[src/rtl/next_line_prefetcher.sv]
// next_line_prefetcher
//
// Sequential next-line prefetcher plus arbiter for the shared cacheline
// adapter. When the controller reports a demand read miss, the block records
// line+1. After the demand fill returns, it checks whether that line is
// already cached. If it is not, the block fetches the line into a one-line
// buffer and offers it to the controller through prefetch_ready. Demand
// traffic always has priority at the adapter.
//
// Ports
//   clk, rst                 clock, synchronous active-high reset
//   prefetch_start/miss_addr controller demand-read miss notification
//   pf_consume               controller installs the buffered line this cycle
//   pf_hit/pf_lru/pf_victim_dirty
//                            datapath lookup results for pf_addr
//   prefetch_ready           buffered line may be installed
//   pf_cache_way             way to fill (follows pf_lru)
//   pf_addr/pf_line          line-aligned prefetch address and buffered data
//   cache_pmem_*             controller demand port (resp routed back)
//   adapter_*                cacheline adapter port

module next_line_prefetcher #(
    parameter int ADDR_W   = 32,
    parameter int OFFSET_W = 5,
    parameter int LINE_W   = 256
) (
    input  logic              clk,
    input  logic              rst,
    input  logic              prefetch_start,
    input  logic [ADDR_W-1:0] miss_addr,
    input  logic              pf_consume,
    input  logic              pf_hit,
    input  logic              pf_lru,
    input  logic              pf_victim_dirty,
    output logic              prefetch_ready,
    output logic              pf_cache_way,
    output logic [ADDR_W-1:0] pf_addr,
    output logic [LINE_W-1:0] pf_line,
    input  logic              cache_pmem_read,
    input  logic              cache_pmem_write,
    input  logic [ADDR_W-1:0] cache_pmem_address,
    output logic              cache_pmem_resp,
    output logic              adapter_read,
    output logic              adapter_write,
    output logic [ADDR_W-1:0] adapter_address,
    input  logic              adapter_resp,
    input  logic [LINE_W-1:0] adapter_rdata
);

    localparam int LINE_AW = ADDR_W - OFFSET_W;

    typedef enum logic [2:0] {
        S_IDLE, S_ARMED, S_LOOKUP, S_FETCH, S_READY
    } pf_state_t;

    typedef enum logic [1:0] {
        OWN_NONE, OWN_DEMAND, OWN_PF
    } owner_t;

    pf_state_t          state;
    owner_t             owner;
    logic               drop_pending;

    logic               demand_req;
    logic               pf_req;
    logic               route_demand;
    logic               route_pf;
    logic               demand_grant;
    logic               pf_done;
    logic               demand_done;
    logic               wr_hits_pf;
    logic [LINE_AW:0]   next_line;

    assign demand_req   = cache_pmem_read | cache_pmem_write;
    assign pf_req       = (state == S_FETCH);

    // Requests are routed combinationally in the cycle the owner is still
    // NONE. The adapter therefore sees the request in the same cycle that
    // the grant is registered.
    assign route_demand = (owner == OWN_DEMAND) | ((owner == OWN_NONE) & demand_req);
    assign route_pf     = (owner == OWN_PF) | ((owner == OWN_NONE) & ~demand_req & pf_req);
    assign demand_grant = (owner == OWN_NONE) & demand_req;
    assign pf_done      = (owner == OWN_PF) & adapter_resp;
    assign demand_done  = (owner == OWN_DEMAND) & adapter_resp;

    // A demand write to the buffered line makes the buffer stale.
    assign wr_hits_pf   = demand_grant & cache_pmem_write &
                          (cache_pmem_address[ADDR_W-1:OFFSET_W] == pf_addr[ADDR_W-1:OFFSET_W]);

    // The extra MSB is the carry-out. It flags a wrap past the last line.
    assign next_line    = {1'b0, miss_addr[ADDR_W-1:OFFSET_W]} + 1'b1;

    assign cache_pmem_resp = demand_done;
    assign pf_cache_way    = pf_lru;
    assign prefetch_ready  = (state == S_READY) & ~pf_hit & ~pf_victim_dirty;

    always_comb begin
        adapter_read    = 1'b0;
        adapter_write   = 1'b0;
        adapter_address = '0;
        if (route_demand) begin
            adapter_read    = cache_pmem_read;
            adapter_write   = cache_pmem_write;
            adapter_address = cache_pmem_address;
        end else if (route_pf) begin
            adapter_read    = 1'b1;
            adapter_address = pf_addr;
        end
    end

    // Arbiter owner: held from grant until the adapter response.
    always_ff @(posedge clk) begin
        if (rst) begin
            owner <= OWN_NONE;
        end else begin
            case (owner)
                OWN_NONE: begin
                    if (demand_req)  owner <= OWN_DEMAND;
                    else if (pf_req) owner <= OWN_PF;
                end
                OWN_DEMAND, OWN_PF: begin
                    if (adapter_resp) owner <= OWN_NONE;
                end
                default: owner <= OWN_NONE;
            endcase
        end
    end

    // Prefetch sequencer
    always_ff @(posedge clk) begin
        if (rst) begin
            state        <= S_IDLE;
            drop_pending <= 1'b0;
            pf_addr      <= '0;
            pf_line      <= '0;
        end else begin
            case (state)
                S_IDLE: begin
                    drop_pending <= 1'b0;
                    if (prefetch_start && !next_line[LINE_AW]) begin
                        pf_addr <= {next_line[LINE_AW-1:0], {OFFSET_W{1'b0}}};
                        state   <= S_ARMED;
                    end
                end
                S_ARMED: begin
                    if (demand_done && cache_pmem_read) state <= S_LOOKUP;
                end
                S_LOOKUP: begin
                    state <= pf_hit ? S_IDLE : S_FETCH;
                end
                S_FETCH: begin
                    // The PF transfer already in flight must still complete.
                    // A stale line is discarded when its response arrives.
                    if (wr_hits_pf) drop_pending <= 1'b1;
                    if (pf_done) begin
                        if (drop_pending || wr_hits_pf) begin
                            state <= S_IDLE;
                        end else begin
                            pf_line <= adapter_rdata;
                            state   <= S_READY;
                        end
                    end
                end
                S_READY: begin
                    // A dirty victim cannot be written back during a
                    // prefetch install, so the line is dropped instead.
                    if (pf_hit || pf_victim_dirty || pf_consume || wr_hits_pf)
                        state <= S_IDLE;
                end
                default: state <= S_IDLE;
            endcase
        end
    end

endmodule

[config.mk]
export PLATFORM = sky130hd
export DESIGN_NAME = next_line_prefetcher
export DESIGN_NICKNAME = d
export VERILOG_FILES = /design/src/rtl/next_line_prefetcher.sv
export SDC_FILE = /design/constraint.sdc
export NUM_CORES = 1
export LEC_CHECK = 0
export ABC_AREA = 1
export ABC_CLOCK_PERIOD_IN_PS = 2600
export CORE_AREA = 2 2 252 254
export CTS_BUF_LIST = sky130_fd_sc_hd__clkbuf_8
export DETAILED_ROUTE_END_ITERATION = 8
export DIE_AREA = 0 0 254 256
export GPL_TIMING_DRIVEN = 0
export HOLD_SLACK_MARGIN = 0.1
export PLACE_DENSITY = 0.48
export SLEW_MARGIN = 5
export SYNTH_ARGS = -nofsm -noshare
export SYNTH_HDL_FRONTEND = slang
export SYNTH_SLANG_ARGS = --single-unit
export TNS_END_PERCENT = 5
[constraint.sdc]
create_clock -name clk -period 2.6 [get_ports clk]
set_clock_uncertainty 0.2 [all_clocks]
set_input_delay 0.39 -clock clk [delete_from_list [all_inputs] [get_ports clk]]
set_output_delay 0.39 -clock clk [all_outputs]
set_load 0.1 [all_outputs]
==> reports/metrics.cfg <==
[detailed_routing]
drc_errors=0
dr_wl_met2_um=31800
num_vias=15590
wirelength_um=64010
dr.pass1.iters=5
vias_per_cell=3.951
drtIter0Drc=649
wl_met3_um=5482
wl_met1_um=25110
top_layer=met5
antenna_left=0
wire_per_inst_um=16.22

[min_path]
worstHoldStart=adapter_rdata[139]
hold_path_class=input port to register
holdPathStages=3

[die]
core_area_sq_um=62390
initial_utilization_pct=22.89
die_h_um=256
io_pins=655
std_cell_rows=92
dieArea_sq_um=65020
dieWidth_um=254

[power_and_ir_drop]
p_clk_share_pct=35.1
p_sw_share_pct=36.19
peakVddDrop_mv=0.3893
leakagePower_nw=13.26
seqPwrFrac_pct=34.6
power_density_nw_per_um2=529.0
power_switching_mw=4.937
intPower_mw=8.704
comb_power_share_pct=30.3

[sta]
rsz0062_at_grt=yes
period_share_pct=108.4
finalSetupViolations=34
fmax_mhz=354.8
report.final.slew_viol_count=0
hold_viol=0
slew-limit-headroom_pct=28.60
worst_pin_slew_ns=1.075
fin_crit_ns=2.819
timing.setup.tns_ns=-5.414
setup_slack_ns=-0.2189

[clocking]
cts_num_sinks=289
htree_levels=2
cts.clk_slew.worst_paths_ns=0.05
cts_buffer_depth=3
cts_tree=done
root_buffer=clkbuf_8
insertion_delay_ns=0.63
cts_buffers=57

[yosys]
synthSimpleGateAreaFrac_pct=37.30
ys_warn_count=0
netlist_instances=2113
netlist.area_leader.share_pct=40.52
syn_area_per_cell_sq_um=6.758
yosys-mux-area-fraction_pct=0
synth-seq-cells=289
synth_compound_area_share_pct=3.400
yosysUniqueCellTypes=30
synth_top_area_cell=dfxtp_1
synth-xor-area-share_pct=1.472
synthAdderAreaFrac_pct=0.3505
synth_top_family_by_area=simple AND/OR/NAND/NOR gates
netlist_area_sq_um=14280
ys_seq_area_share_pct=40.52
yosys-top-cells-area=dfxtp_1 41%, nor2_1 15%, nand2_1 11%

[cells_and_area]
postLayoutCellArea_sq_um=25790
area_growth_pct=80.61
final_cell_mix=565 x nor2_1, 424 x nand2_1, 350 x inv_1, 323 x clkdlybuf4s50_1, 277 x dfxtp_1
stdcell_count=3946
drive_gt1_share_pct=16.54
fin_nets=3385
fin_util_pct=41.33
filler_cell_count=6445
layout.cells.most_common=nor2_1

[place]
dp_slack_ns=-1.819
gp_congestion=0.8582
dpl-instance-area_sq_um=22140
dp_cells=3605
port_buffers=642
dp_hpwl_um=49610

[global_routing]
grt_pass1_vias=15820
grt_usage_pct=19.07
grt_max_degree=17
grt_overflow=0
antenna_found_initial=9
grt_pass1_wl_um=94670

[worst_setup_path]
worstSetupEndpointType=primary output
cp.required_ns=2.01
arrival_ns=2.23
cp-start-kind=register
path_max_fanout=7
r2r_cells=14
rr_startpoint=pf_addr[25]
critPathKind=register to primary output
startpoint=owner[0]

[status]
violations=negative setup slack
outcome=complete, but fails checks

[run]
maxCapViolations=0

==> worst max-delay path: stages (launching register included) <==
cell,delay (ns)
dfxtp_2,0.34
inv_2,0.06
ha_4,0.17
nand2_2,0.08
nor2_2,0.05
o21ai_4,0.37
clkbuf_16,0.27
o22ai_4,0.08
buf_12,0.17
==> per-stage QoR <==
step / hold WS (ns) / total power [mW]
final: 0.1591 / 13.64
after global routing: 0.1305 / 14.23
after CTS: 0.1001 / 13.77
after detailed placement: 0.2781 / 8.432
after global placement: 0.2702 / 8.433
after floorplan: 0.2559 / 7.148
==> final cells by class <==
cell class	instances	area (sq um)	share of cell area, %
timing repair buffer	876	8695	33.71
multi-input combinational	1377	6526	25.31
sequential	289	5801	22.49
inverter	346	1301	5.046
buffer	104	1205	4.672
clock buffer	78	1074	4.163
tap	846	1059	4.105
clock inverter	25	116.4	0.4512
antenna	5	12.51	0.04852
==> repair_timing <==
| item | in CTS | in global routing |
|---|---|---|
| pin swaps | 6 | 8 |
| setup endpoints to repair | 348 | 202 |
| hold buffers | 218 | 0 |
| resized for setup | 617 | 49 |
| endpoints found under the hold margin | 225 | 0 |
| setup buffers | 8 | 6 |
| cloned | 2 | 0 |
==> registers in the layout, summed over array words and instances (netlist names) <==
signal,cells
drop_pending,1
owner,2
pf_addr,27
pf_line,256
state,3
==> path summary, 6_finish.rpt <==
path                              end  slack (ns)
hold reg to reg              owner[0]        0.28
setup / recovery  adapter_address[20]       -0.22
hold / removal           pf_line[139]        0.16
setup reg to reg         pf_line[181]        0.16
==> synth_stat cells <==
cell and instances:
nor3_1 7, buf_1 9, ha_1 4, buf_2 7, o21a_1 1, nor4_1 2, clkbuf_1 30, nand4_1 9
dfxtp_1 289, nor3_2 1, or2_1 1, o21bai_1 2, o22ai_1 26, nand3_1 11, nand2_1 427, buf_12 26
buf_6 9, nor2_1 576, a21oi_1 30, o21ai_1 2, nand3_2 1, buf_8 18, nand2_2 220, inv_2 14
xnor2_1 13, o21ai_0 28, xor2_1 11, buf_4 6, conb_1 1, inv_1 332
==> cell families (layout without fill, tap and decap cells) <==
family,count (synthesis),in the layout
AOI/OAI and AO/OA,89,89
adders and majority gates,4,4
and+or+nand+nor,1255,1255
buffers and inverters,451,1429
xor gates and xnor gates,24,24
other,1,10
DFF,289,289
==> power by group through the flow <==
stage	sequential (mW)	combinational [mW]	clock [mW]
after floorplan	5.61	1.53	0
after global placement	4.82	3.62	0
after detailed placement	4.81	3.62	0
after CTS	4.72	4.06	4.99
after global routing	4.74	4.34	5.15
final	4.72	4.14	4.78
==> layer usage <==
metal / vias to the layer above / global-route usage, %
met5: - / 0
met4: 6 / 6.013
met3: 94 / 6.285
met2: 497 / 34.43
met1: 6963 / 20.87
li1: 8031 / -
(Power assumes the default switching activity.)
